## src/rtl/barrett_reduce_pipe_pkg.sv

```systemverilog
// Shared Kyber arithmetic constants and coefficient/product types for the
// Barrett reduction datapath.
package barrett_reduce_pipe_pkg;
  localparam int unsigned KYBER_Q   = 3329;
  localparam int unsigned BARRETT_M = 5039;
  localparam int unsigned BARRETT_K = 24;
  localparam int unsigned COEF_W    = 12;
  localparam int unsigned PROD_W    = 24;
  // M and the quotient estimate both fit in 13 bits; t = x*M needs 37.
  localparam int unsigned MREF_W    = 13;
  localparam int unsigned T_W       = PROD_W + MREF_W;
  localparam int unsigned R0_W      = COEF_W + 1;

  typedef logic [COEF_W-1:0] coef_t;
  typedef logic [PROD_W-1:0] prod_t;
  typedef logic [R0_W-1:0]   r0_t;
  typedef logic [T_W-1:0]    barrett_t;
endpackage

```

## src/rtl/barrett_csub.sv

```systemverilog
// Conditional subtract of q: folds a value in [0, 2q) into [0, q).
// Purely combinational so it can sit in any pipeline stage.
module barrett_csub
  import barrett_reduce_pipe_pkg::*;
(
  input  r0_t   i_r0,
  output coef_t o_r
);
  assign o_r = (i_r0 >= R0_W'(KYBER_Q)) ? COEF_W'(i_r0 - R0_W'(KYBER_Q))
                                        : i_r0[COEF_W-1:0];
endmodule

```

## src/rtl/barrett_reduce_pipe.sv

```systemverilog
// Three-stage Barrett reduction mod 3329 with a global-stall valid/ready
// pipeline and a tag carried alongside each product.
module barrett_reduce_pipe
  import barrett_reduce_pipe_pkg::*;
#(
  parameter int TAG_W = 8
) (
  input  logic             clk,
  input  logic             rst_n,
  input  logic             in_valid,
  output logic             in_ready,
  input  prod_t            in_prod,
  input  logic [TAG_W-1:0] in_tag,
  output logic             out_valid,
  input  logic             out_ready,
  output coef_t            out_res,
  output logic [TAG_W-1:0] out_tag
);
  logic             r_v1, r_v2, r_v3;
  prod_t            r_x1;
  barrett_t         r_t1;
  logic [TAG_W-1:0] r_tag1, r_tag2, r_tag3;
  r0_t              r_r0_2;
  coef_t            r_res3;

  logic              w_advance;
  barrett_t          w_t;
  logic [MREF_W-1:0] w_qhat;
  prod_t             w_qq;
  r0_t               w_r0;
  coef_t             w_res;

  assign w_advance = !r_v3 || out_ready;
  assign in_ready  = w_advance;
  assign out_valid = r_v3;
  assign out_res   = r_res3;
  assign out_tag   = r_tag3;

  assign w_t    = T_W'(in_prod) * T_W'(BARRETT_M);
  assign w_qhat = MREF_W'(r_t1 >> BARRETT_K);
  assign w_qq   = PROD_W'(w_qhat) * PROD_W'(KYBER_Q);
  // The true difference is below 2q, so modulo-2^13 arithmetic is exact.
  assign w_r0   = R0_W'(r_x1 - w_qq);

  barrett_csub u_csub (
    .i_r0 (r_r0_2),
    .o_r  (w_res)
  );

  always_ff @(posedge clk or negedge rst_n) begin
    if (!rst_n) begin
      r_v1 <= 1'b0;
      r_v2 <= 1'b0;
      r_v3 <= 1'b0;
    end else if (w_advance) begin
      r_v1 <= in_valid;
      r_v2 <= r_v1;
      r_v3 <= r_v2;
    end
  end

  // Data only loads behind a valid item, so idle stages stay quiet.
  always_ff @(posedge clk or negedge rst_n) begin
    if (!rst_n) begin
      r_x1   <= '0;
      r_t1   <= '0;
      r_tag1 <= '0;
    end else if (w_advance && in_valid) begin
      r_x1   <= in_prod;
      r_t1   <= w_t;
      r_tag1 <= in_tag;
    end
  end

  always_ff @(posedge clk or negedge rst_n) begin
    if (!rst_n) begin
      r_r0_2 <= '0;
      r_tag2 <= '0;
    end else if (w_advance && r_v1) begin
      r_r0_2 <= w_r0;
      r_tag2 <= r_tag1;
    end
  end

  always_ff @(posedge clk or negedge rst_n) begin
    if (!rst_n) begin
      r_res3 <= '0;
      r_tag3 <= '0;
    end else if (w_advance && r_v2) begin
      r_res3 <= w_res;
      r_tag3 <= r_tag2;
    end
  end
endmodule

```

## config.mk

```make
export PLATFORM = sky130hd
export DESIGN_NAME = barrett_reduce_pipe
export DESIGN_NICKNAME = d
export VERILOG_FILES = /design/src/rtl/barrett_reduce_pipe_pkg.sv /design/src/rtl/barrett_csub.sv /design/src/rtl/barrett_reduce_pipe.sv
export SDC_FILE = /design/constraint.sdc
export NUM_CORES = 1
export LEC_CHECK = 0
export CAP_MARGIN = 25
export CELL_PAD_IN_SITES_DETAIL_PLACEMENT = 1
export CELL_PAD_IN_SITES_GLOBAL_PLACEMENT = 1
export CORE_ASPECT_RATIO = 1.4
export CORE_MARGIN = 8
export CORE_UTILIZATION = 33
export DETAILED_ROUTE_END_ITERATION = 12
export HOLD_SLACK_MARGIN = 0.12
export PLACE_DENSITY_LB_ADDON = 0.1
export SLEW_MARGIN = 25
export SYNTH_ARGS = -nofsm -noshare
export SYNTH_HDL_FRONTEND = slang
export SYNTH_HIERARCHICAL = 1
export SYNTH_SLANG_ARGS = --single-unit
```

## constraint.sdc

```tcl
create_clock -name clk -period 4.4 [get_ports clk]
set_clock_uncertainty 0.2 [all_clocks]
set_input_delay 0.88 -clock clk [delete_from_list [all_inputs] [get_ports clk]]
set_output_delay 0.88 -clock clk [all_outputs]
set_load 0.005 [all_outputs]
```

# --- Word-level counts from Yosys, hierarchy flattened ---
# Index checks and enable logic that the tools add are counted.
totals:
  wordCells: 21
  out_inout_bits: 22
  in_bits: 36
  regBits: 102
classes:
  order_cmp: 1
  muxes: 1
  reduce_logical: 5
  n_mul: 2
  add_sub_neg: 2
op_table:
  columns: ["cell", "n"]
  rows:
  - ["$mul A24 B13 Y37 const B", 1]
  - ["$ge A13 B12 Y1 const B", 1]
  - ["$mul A13 B12 Y13 const B", 1]
  - ["$sub A13 B13 Y13", 1]
  - ["$mux W12", 1]
  - ["$sub A12 B12 Y12 const B", 1]
  - ["$logic_and A1 B1 Y1", 3]
  - ["$logic_not A1 Y1", 1]
  - ["$logic_or A1 B1 Y1", 1]

# --- Depth between registers and ports, before layout ---
depth:
  word_depth: 3
  mapped_depth: 21
  mapped_depth_nobuf: 21

# --- Cells and area by module ---
# The synthesis kept the hierarchy.
modules_own_cells:
  columns: ["mod", "seq_area_each_um2", "area_each_um2", "cells_per_inst", "n_inst"]
  rows:
  - ["barrett_reduce_pipe", 1951.9, 9225.1, 873, 1]
  - ["barrett_csub", 0.0, 357.8, 46, 1]

# --- Worst setup path before layout ---
# Ideal clock, no wire load.
synth_path:
  kind: "input -> register"
  startpoint: "in in_prod[19]"
  endpoint: "reg r_t1[35]"
  cell_stages: 17
  setup_ps: 82
  arrival_ps: 5395
  path_buffers: 0
  required_ps: 4118
  slack_ps: -1277
  cell_sequence: "fa_1 > fa_1 > fa_1 > fa_1 > inv_1 > fa_1 > inv_1 > ha_1 > and4_1 > and3_2 > and3_1 > nor3_1 > o21ai_1 > nand2_2 > o311a_1 > or3_1 > a31oi_1"
synth_via:
  elab_chain_cells: 1
synth_lines:
  columns: ["element", "line", "rtl"]
  rows:
  - ["start: declaration", "barrett_reduce_pipe.sv:12", "input prod_t in_prod,"]
  - ["$mul A24 B13 Y37", "barrett_reduce_pipe.sv:39", "assign w_t = T_W'(in_prod) * T_W'(BARRETT_M);"]
  - ["end signal: assignment", "barrett_reduce_pipe.sv:70", "r_t1 <= w_t;"]
  - ["end: declaration", "barrett_reduce_pipe.sv:21", "barrett_t r_t1;"]
# No other way between the ends.
# A chain may end at the register's enable or synchronous reset.

# --- Final worst setup path ---
layout_path:
  startpoint: "in in_prod[18]"
  endpoint: "reg r_t1[35]"
# Same word-level chain as after synthesis.

==> impl_metrics.env <==
export IMPL_setup_violations=13
export IMPL_synthXorXnorAreaFrac=0.0375
export IMPL_mappedNetlistArea_um2=9580
export IMPL_start_kind="input pin"
export IMPL_clock_latency_ns=0.34
export IMPL_hold_buffers=0
export IMPL_worstSetupPathType="in2reg"
export IMPL_violations="setup timing"
export IMPL_die_h_um=218
export IMPL_synthTopCellsByCount="inv_1 (174), ha_1 (158), fa_1 (133), nand2_1 (81), dfrtp_1 (78)"
export IMPL_portBuffers=57
export IMPL_synth_compound_area_frac=0.0889
export IMPL_pin_count=58
export IMPL_fin_ws_ns=-1.18
export IMPL_first_global_vias=8090
export IMPL_synth_flop_cell="dfrtp_1"
export IMPL_drv_cap=0
export IMPL_fillers=3216
export IMPL_worstPathMaxFanout=4
export IMPL_cts_buffers=9
export IMPL_grt_max_degree=57
export IMPL_synthMuxAreaShare=0.0339
export IMPL_antenna_found_initial=0
export IMPL_rsz0062_at_grt="yes"
export IMPL_hp_class="reg2reg"
export IMPL_cp_arrival_ns=5.64
export IMPL_place_congestion=0.812
export IMPL_dieArea_um2=34800
export IMPL_drc_errors=0
export IMPL_yosys_top_cells_area="fa_1 (28%), ha_1 (21%), dfrtp_1 (20%)"
export IMPL_layout_nets=1461
export IMPL_initial_core_util=0.332
export IMPL_top_layer="met4"
export IMPL_cp_cell_sequence="buf_12 > fa_1 > fa_2 > fa_1 > fa_1 > inv_1 > fa_1 > inv_2 > ha_4 > and4_1 > buf_4 > and4_4 > nor3_4 > nor2_4 > nand2_2 > o311a_1 > or3_1 > a31oi_1"
export IMPL_routed_wl_um=24200
export IMPL_die_w_um=160
export IMPL_crit_required_ns=4.46
export IMPL_outcome="finished, violations left"
export IMPL_fin_tns_setup_ns=-12.09
export IMPL_synth_simple_area_share=0.0770
export IMPL_avgSynthCellArea_um2=10.4
export IMPL_synthAdderAreaFrac=0.484
export IMPL_first_pass_iters=4
export IMPL_fin_crit_ns=5.58
export IMPL_route_met3_wl_um=329
export IMPL_syn_num_nets=1246
export IMPL_clkSinkCount=78
export IMPL_area_delta_synth_final_pct=32.1
export IMPL_end_kind="register"
export IMPL_diodes=0
export IMPL_ys_seq_area_frac=0.204
export IMPL_vias=7030
export IMPL_clkSlewWorstSetupHoldPaths_ns=0.06
export IMPL_synth_most_common_cell="inv_1"
export IMPL_wl_met2_um=13900
export IMPL_max_clock_path_buffers=2
export IMPL_hold_violations=0
export IMPL_yosys_area_top_type_share=0.278
export IMPL_first_iter_violations=132
export IMPL_crit_path_max_incr_delay_ns=0.64
export IMPL_cpMaxStageDelayCell="fa_2"
export IMPL_synth_top_family_by_area="adder cells"
export IMPL_tightest_slew_ns=0.917
export IMPL_slew_headroom=0.387
export IMPL_ant_nets=0
export IMPL_grtUsageTotal=0.146
export IMPL_final_period_utilization=1.27
export IMPL_wl_per_cell_um=16.0
export IMPL_yosysTopAreaCell="fa_1"
export IMPL_num_rows=74
export IMPL_synth_enable_flop_cells=0
export IMPL_crit_top_cell="fa_1"
export IMPL_syn_inst=919
export IMPL_core_area_um2=28900
export IMPL_synthArstFlopShare=1.00
export IMPL_hpwl_um=21000
export IMPL_drive_gt1_frac=0.291
export IMPL_grt_pass1_wl_um=40700
export IMPL_h_tree_depth=3
export IMPL_cts_root_buf="clkbuf_16"
export IMPL_wl_met1_um=9730
export IMPL_ys_types=56
export IMPL_vias_per_cell=4.63
export IMPL_grt_overflow=0
export IMPL_drv_slew=0
export IMPL_clock_fmax_mhz=179
export IMPL_ys_warn_count=6
export IMPL_yosys_register_bits=78
export IMPL_cts_tree="yes"
## cell type report
type	instances	area [µm²]	area share
sequential	78	1950	0.154
clock inverter	6	46.3	0.00366
timing repair buffer	219	1810	0.143
inverter	174	653	0.0516
tap	380	475	0.0376
multi-input combinational	652	7480	0.591
clock buffer	10	239	0.0189
## flip-flops by register name, indices dropped and copies added, names as in the netlist
signal     cells
r_t1          13
r_tag2         8
r_v1           1
r_r0_2        13
r_v2           1
out_res       12
out_valid      1
r_tag1         8
r_x1          13
out_tag        8
## placed cells by master (no fill, tap or decap), types with 5 or more instances in the layout
master | Yosys | layout
a21o_1 | 8 | 8
a21oi_1 | 30 | 14
a21oi_2 | 0 | 15
a31oi_1 | 6 | 5
buf_4 | 2 | 157
buf_6 | 0 | 12
clkbuf_16 | 0 | 9
clkdlybuf4s50_1 | 0 | 32
dfrtp_1 | 78 | 78
dlygate4sd2_1 | 0 | 5
fa_1 | 133 | 110
fa_2 | 0 | 23
ha_1 | 158 | 139
ha_4 | 0 | 19
inv_1 | 174 | 161
inv_2 | 0 | 13
mux2_2 | 28 | 28
nand2_1 | 81 | 80
nand2b_1 | 6 | 6
nand3_1 | 9 | 8
nor2_1 | 18 | 17
nor3_1 | 9 | 8
o211ai_1 | 6 | 6
o21a_1 | 6 | 6
o21ai_0 | 53 | 32
o21ai_1 | 4 | 18
o21ai_2 | 0 | 6
xnor2_1 | 34 | 33
xor2_1 | 7 | 6
## metal layers
layer / GRT usage / vias to the layer above
met2: 0.293 / 50
li1: - / 3429
met5: 0 / -
met1: 0.158 / 3537
met4: 0.0315 / 0
met3: 0.0172 / 14
## cells by family after synthesis
family | Yosys count
compound gates | 138
xor+xnor | 41
fa+ha+maj | 291
buf+inv | 189
flops | 78
mux | 29
simple gates | 153
## what timing repair did
| action | CTS | global route |
|---|---|---|
| resized for setup | 162 | 75 |
| buffers inserted | 13 | 10 |
| setup endpoints to repair | 14 | 16 |
| pin swaps | 78 | 98 |
## final timing paths
path,to,cells after the start,slack [ns],from
min in group asynchronous,out_res[9],1,0.40,rst_n
max in group asynchronous,r_tag2[0],2,2.82,rst_n
setup / recovery,r_t1[35],18,-1.18,in_prod[18]
hold / removal,r_tag1[4],2,0.27,r_tag1[4]
hold reg to reg,r_tag1[4],2,0.27,r_tag1[4]
setup reg to reg,r_r0_2[11],16,0.23,r_x1[3]
## stage by stage
step	utilization	area (µm²)	hold slack, ns	worst slack (ns)	instances
2_1_floorplan	-	9680	0.236	-1.18	919
3_3_place_gp	0.406	11700	0.255	-2.07	1485
3_5_place_dp	0.406	11700	0.263	-2.16	1485
4_1_cts	0.428	12400	0.280	-1.29	1513
5_1_grt	0.438	12700	0.305	-1.31	1519
6_report	0.438	12700	0.273	-1.18	1519
## critical path, delay by kind of cell
kind / cells / cell delay, ns
fa+ha+maj: 6 / 2.91
buf+inv: 4 / 0.35
compound gates: 2 / 0.43
simple gates: 6 / 1.06
Power is left out: the tool's default activity adds up to more than one toggle a clock period on the data nets, which glitch-free logic cannot reach.
==> variant 1: new RTL, config.mk and constraints unchanged <==
Change the package constant `COEF_W` from 12 to 24.
--- a/src/rtl/barrett_reduce_pipe_pkg.sv
+++ b/src/rtl/barrett_reduce_pipe_pkg.sv
@@ -5,5 +5,5 @@
   localparam int unsigned BARRETT_M = 5039;
   localparam int unsigned BARRETT_K = 24;
-  localparam int unsigned COEF_W    = 12;
+  localparam int unsigned COEF_W    = 24;
   localparam int unsigned PROD_W    = 24;
   // M and the quotient estimate both fit in 13 bits; t = x*M needs 37.
Interface: changed (resized out_res); port bits go from 58 to 70. The function was not compared with the original's and may differ.
==> variant 1 against the original RTL <==
The flow still finishes with violations (setup timing). Area after synthesis is 33% higher. Sequential share of layout area is 0.84 points higher. Fmax is 2.6% higher. Cell area is 37% higher. Routed wire length is 43% higher. Sequential cell count is 35 higher. Setup slack better by 0.14 ns.
Power is not shown: default switching activity piles up to over one toggle a cycle in this logic, so the estimate is an artifact.
==> variant 1: results (changes against the original RTL) <==
stage,metric,value,unit,change
yosys,Ys Warns,6,,unchanged
global_route,vias in the first global route,11003,,+36%
clock_tree,H-tree Lvls,4,,+1
placement,port buffer count,69,,+21%
sta,setup TNS,-15.57,ns,-3.49 ns
sta,Worst-Margin Slew,0.767,ns,-0.150 ns
yosys,top_reg_cell synth,dfrtp_1,,
finish,share of cells above drive strength 1,36.5,%,+7.4 points
yosys,"Async S/R FF share, synth",100,%,unchanged
drt,DR WL/cell,17.3,um,+8.7%
drt,Pre-antenna DRT Iters,4,,unchanged
min_path,hold crit path type,flip-flop to flip-flop,,
placement,Post-DP HPWL,29500,um,+40%
outcome,result of the run,"complete, but fails checks",,
yosys,register area share after synthesis,22.2,%,+1.8 points
finish,nets@finish,1892,,+30%
sta,slack of the critical path,-1.04,ns,+0.141 ns
yosys,"Net Count, Synth",1581,,+27%
finish,# fillers,4187,,+30%
finish,max FFs per register,25,,
placement,Final GP Congestion,0.867,,+6.9%
global_route,first-pass GRT wire length,56900,um,+40%
critical_path,CP Data Arrival Time,5.55,ns,-0.09 ns
yosys,commonest cells in the synthesized netlist,"206 x ha_1, 201 x inv_1, 138 x fa_1",,
outcome,failing checks,setup timing,,
finish,Inserted Diodes,0,,unchanged
clock_tree,Root Buffer,clkbuf_16,,
global_route,largest net degree at the start of global routing,58,,+1.8%
drt,Vias/cell,4.80,,+3.7%
yosys,Cell variety after synth,77,,+38%
finish,Top reg by flops,r_r0_2,,
drt,initial drt markers,234,,+77%
clock_tree,clk_lat worst skew,0.44,ns,+0.10 ns
clock_tree,clk buf depth,2,,unchanged
sta,Final setup viols,23,,+10
clock_tree,clock-pin slew on the worst setup and hold paths,0.06,ns,about the same
global_route,GRT Util Overall,15.8,%,+1.3 points
global_route,initial antenna violation count,0,,unchanged
clock_tree,CTS buffer count,17,,+8
placement,pre-CTS WS,-2.05,ns,+0.111 ns
critical_path,CP Max Fanout,4,,unchanged
yosys,"top cells by area, synth","dfrtp_1 22%, fa_1 22%, ha_1 20%, mux2_2 6.3%, inv_1 5.9%",,
## variant 1: logic make-up (layout without fill, tap and decap cells)
family	after synthesis	after routing	synth area share, %
multiplexers	71	71	6.28
buffers and inverters	221	545	6.67
flip-flops	113	113	22.2
XOR/XNOR	63	63	4.33
AND/OR/NAND/NOR	180	180	7.41
adder cells (fa/ha/maj)	344	344	41.9
AO/OA/AOI/OAI	209	209	11.2
## variant 1: final timing paths
path,depth (start not counted),startpoint,endpoint,slack (ns)
worst max-delay path,16,in_prod[10],r_t1[31]$_DFFE_PN0P_,-1.04
worst min-delay path,2,r_v2$_DFFE_PN0N_,out_valid$_DFFE_PN0N_,0.27
worst max register to register,24,r_t1[25]$_DFFE_PN0P_,r_r0_2[23]$_DFFE_PN0P_,-0.68
worst min register to register,2,r_v2$_DFFE_PN0N_,out_valid$_DFFE_PN0N_,0.27
max in group asynchronous,2,rst_n,r_x1[13]$_DFFE_PN0P_,2.94
min in group asynchronous,1,rst_n,out_res[21]$_DFFE_PN0P_,0.30
## variant 1: layout make-up
| type | count | share of cell area (%) |
|---|---|---|
| clock buffer | 17 | 2.45 |
| tap | 478 | 3.44 |
| timing repair buffer | 312 | 15.0 |
| inverter | 201 | 4.35 |
| clock inverter | 15 | 0.791 |
| multi-input combinational | 867 | 57.7 |
| sequential | 113 | 16.3 |
## variant 1: per-layer routing
layer | vias to the layer above | track usage, % | share of wire [%] | routed length, um
li1 | 4700 | - | - | -
met1 | 4798 | 16.7 | 39 | 13500
met2 | 82 | 31.6 | 58 | 20000
met3 | 33 | 2.19 | 1.8 | 633
met4 | 0 | 4.79 | 1.9 | 646
met5 | - | 0 | 0 | 0
## variant 1: timing repair
| item | 4_1_cts | 5_1_grt |
|---|---|---|
| hold buffers | 0 | 0 |
| resized for setup | 187 | 101 |
| pin swaps | 123 | 114 |
| endpoints found under the setup margin | 24 | 24 |
| setup buffers | 30 | 15 |
## variant 1: critical path, cell delays in order
cell and delay (ns):
clkbuf_4 0.14, buf_4 0.15, fa_2 0.57, fa_2 0.46, fa_1 0.49, fa_1 0.54
fa_1 0.43, ha_2 0.21, or4_4 0.49, a41oi_4 0.20, a2111oi_4 0.11, buf_4 0.16
or3_4 0.39, buf_6 0.13, xnor2_2 0.13, o21ai_1 0.08
## variant 1: per-stage QoR
step | area (um2) | std cells | util, %
after floorplan | 12900 | 1201 | -
after global placement | 15600 | 1935 | 40.9
after detailed placement | 15600 | 1935 | 40.9
after CTS | 17000 | 1992 | 44.4
after global routing | 17400 | 2003 | 45.4
final | 17400 | 2003 | 45.4
==> variant 2: new RTL, same settings <==
Made on the original files. Make the reset (`rst_n`) synchronous in 4 clocked blocks.
--- a/src/rtl/barrett_reduce_pipe.sv
+++ b/src/rtl/barrett_reduce_pipe.sv
@@ -48,5 +48,5 @@
   );
 
-  always_ff @(posedge clk or negedge rst_n) begin
+  always_ff @(posedge clk) begin
     if (!rst_n) begin
       r_v1 <= 1'b0;
@@ -61,5 +61,5 @@
 
   // Data only loads behind a valid item, so idle stages stay quiet.
-  always_ff @(posedge clk or negedge rst_n) begin
+  always_ff @(posedge clk) begin
     if (!rst_n) begin
       r_x1   <= '0;
@@ -73,5 +73,5 @@
   end
 
-  always_ff @(posedge clk or negedge rst_n) begin
+  always_ff @(posedge clk) begin
     if (!rst_n) begin
       r_r0_2 <= '0;
@@ -83,5 +83,5 @@
   end
 
-  always_ff @(posedge clk or negedge rst_n) begin
+  always_ff @(posedge clk) begin
     if (!rst_n) begin
       r_res3 <= '0;
Check against the original RTL: differs if rst_n is asserted again (counterexample within 4 cycles, from zero or initial values and one cycle with rst_n low); with rst_n held inactive, the same outputs for 10 cycles.
==> variant 2 against the original RTL <==
The run still ends with setup timing left. Global-route usage grew 1.3 points. Routed wire length grew 8.7%. Area after synthesis shrank 1.3%. Register-to-register slack lost 0.06 ns. Cell area shrank 2.8%. Sequential cell count is the same. Synthesized cell count grew 10%. Sequential share of layout area shrank 2.7 points. Setup slack gained 0.15 ns. Worst hold slack lost 0.021 ns. Count of clock-buffer cells in the layout shrank 1. Cell count grew 4.2%. Critical endpoint is now r_t1[31]$_SDFFE_PN0P_.
==> variant 2: results (changes against the original RTL) <==
stage,metric,value,unit,change
outcome,result of the run,"complete, but fails checks",,
outcome,failing checks,setup timing,,
yosys,"Async S/R FF share, synth",0,%,-100 points
global_route,largest net degree at the start of global routing,52,,-8.8%
yosys,post-synthesis adder-cell area fraction,49.0,%,+0.62 points
critical_path,CP Max Fanout,5,,+1
sta,setup TNS,-11.78,ns,+0.312 ns
yosys,register area share after synthesis,16.5,%,-3.9 points
clock_tree,clock-pin slew on the worst setup and hold paths,0.06,ns,about the same
yosys,Ys Warns,6,,unchanged
finish,share of cells above drive strength 1,23.4,%,-5.7 points
power,internal power,0.00570,W,
yosys,mux cell area share after synthesis,0.212,%,-3.2 points
global_route,vias in the first global route,8623,,+6.6%
yosys,xor/xnor share of the synthesized area,3.05,%,-0.69 points
drt,Vias/cell,4.74,,+2.3%
sta,Final setup viols,13,,unchanged
global_route,GRT Util Overall,15.8,%,+1.3 points
critical_path,slowest cell on the critical path,fa_1,,
yosys,Cells after Synth,1012,,+10%
clock_tree,H-tree Lvls,3,,unchanged
yosys,complex-gate fraction of the synthesized area,12.2,%,+3.3 points
drt,DR WL/cell,16.7,um,+4.4%
sta,slack of the critical path,-1.03,ns,+0.148 ns
global_route,first-pass GRT wire length,43800,um,+7.7%
sta,Relative slew margins,35.4,%,-3.3 points
critical_path,CP Data Arrival Time,5.46,ns,-0.18 ns
yosys,commonest cells in the synthesized netlist,"178 x inv_1, 158 x ha_1, 138 x nand2_1",,
clock_tree,Root Buffer,clkbuf_16,,
critical_path,Crit path largest cell delay,0.58,ns,-0.06 ns
yosys,top_reg_cell synth,dfxtp_1,,
yosys,Cell variety after synth,57,,+1.8%
placement,Post-DP HPWL,22500,um,+7.1%
placement,placed inst area,11500,um2,-1.7%
power,sequential power,0.000930,W,
placement,Final GP Congestion,0.880,,+8.4%
drt,initial drt markers,83,,-37%
global_route,initial antenna violation count,0,,unchanged
finish,nets@finish,1530,,+4.7%
placement,port buffer count,57,,unchanged
yosys,"Net Count, Synth",1339,,+7.5%
power,Static Leak,5.57,nW,
drt,Pre-antenna DRT Iters,4,,unchanged
yosys,"top cells by area, synth","fa_1 28%, ha_1 21%, dfxtp_1 17%, inv_1 7.1%, nand2_1 5.5%",,
drt,total wire length,26400,um,+8.7%
variant 2: layout make-up:
class | instances | area [um2]
clock buffer | 9 | 225
inverter | 179 | 672
tap | 375 | 469
clock inverter | 7 | 50.0
fill | 3263 | 16000
timing repair buffer | 206 | 1680
multi-input combinational | 729 | 7640
sequential | 78 | 1560
variant 2: per-stage QoR:
| stage | setup WS [ns] | power (W) |
|---|---|---|
| floorplan | -1.01 | 0.00625 |
| global placement | -1.83 | 0.00867 |
| detailed placement | -1.97 | 0.00883 |
| CTS | -1.16 | 0.0105 |
| global route | -1.16 | 0.0119 |
| finish | -1.03 | 0.0108 |
variant 2: worst paths after layout:
| check | slack [ns] | endpoint | startpoint | cells past startpoint |
|---|---|---|---|---|
| hold / removal | 0.25 | out_tag[3]$_SDFFE_PN0P_ | r_tag2[3]$_SDFFE_PN0P_ | 2 |
| hold reg to reg | 0.25 | out_tag[3]$_SDFFE_PN0P_ | r_tag2[3]$_SDFFE_PN0P_ | 2 |
| setup reg to reg | 0.17 | r_r0_2[11]$_SDFFE_PN0P_ | r_x1[3]$_SDFFE_PN0P_ | 15 |
| setup / recovery | -1.03 | r_t1[31]$_SDFFE_PN0P_ | in_prod[21] | 18 |
variant 2: routing by layer:
| layer | GRT usage, % | wire [um] | vias up |
|---|---|---|---|
| met3 | 1.42 | 332 | 27 |
| met4 | 4.35 | 489 | 0 |
| met5 | 0 | 0 | - |
| met1 | 16.1 | 10100 | 3696 |
| met2 | 33.0 | 15400 | 67 |
| li1 | - | - | 3708 |
variant 2: what timing repair did:
item,in CTS,in global routing
resized for setup,142,46
endpoints found under the setup margin,13,15
setup buffers,14,11
pin swaps,74,57
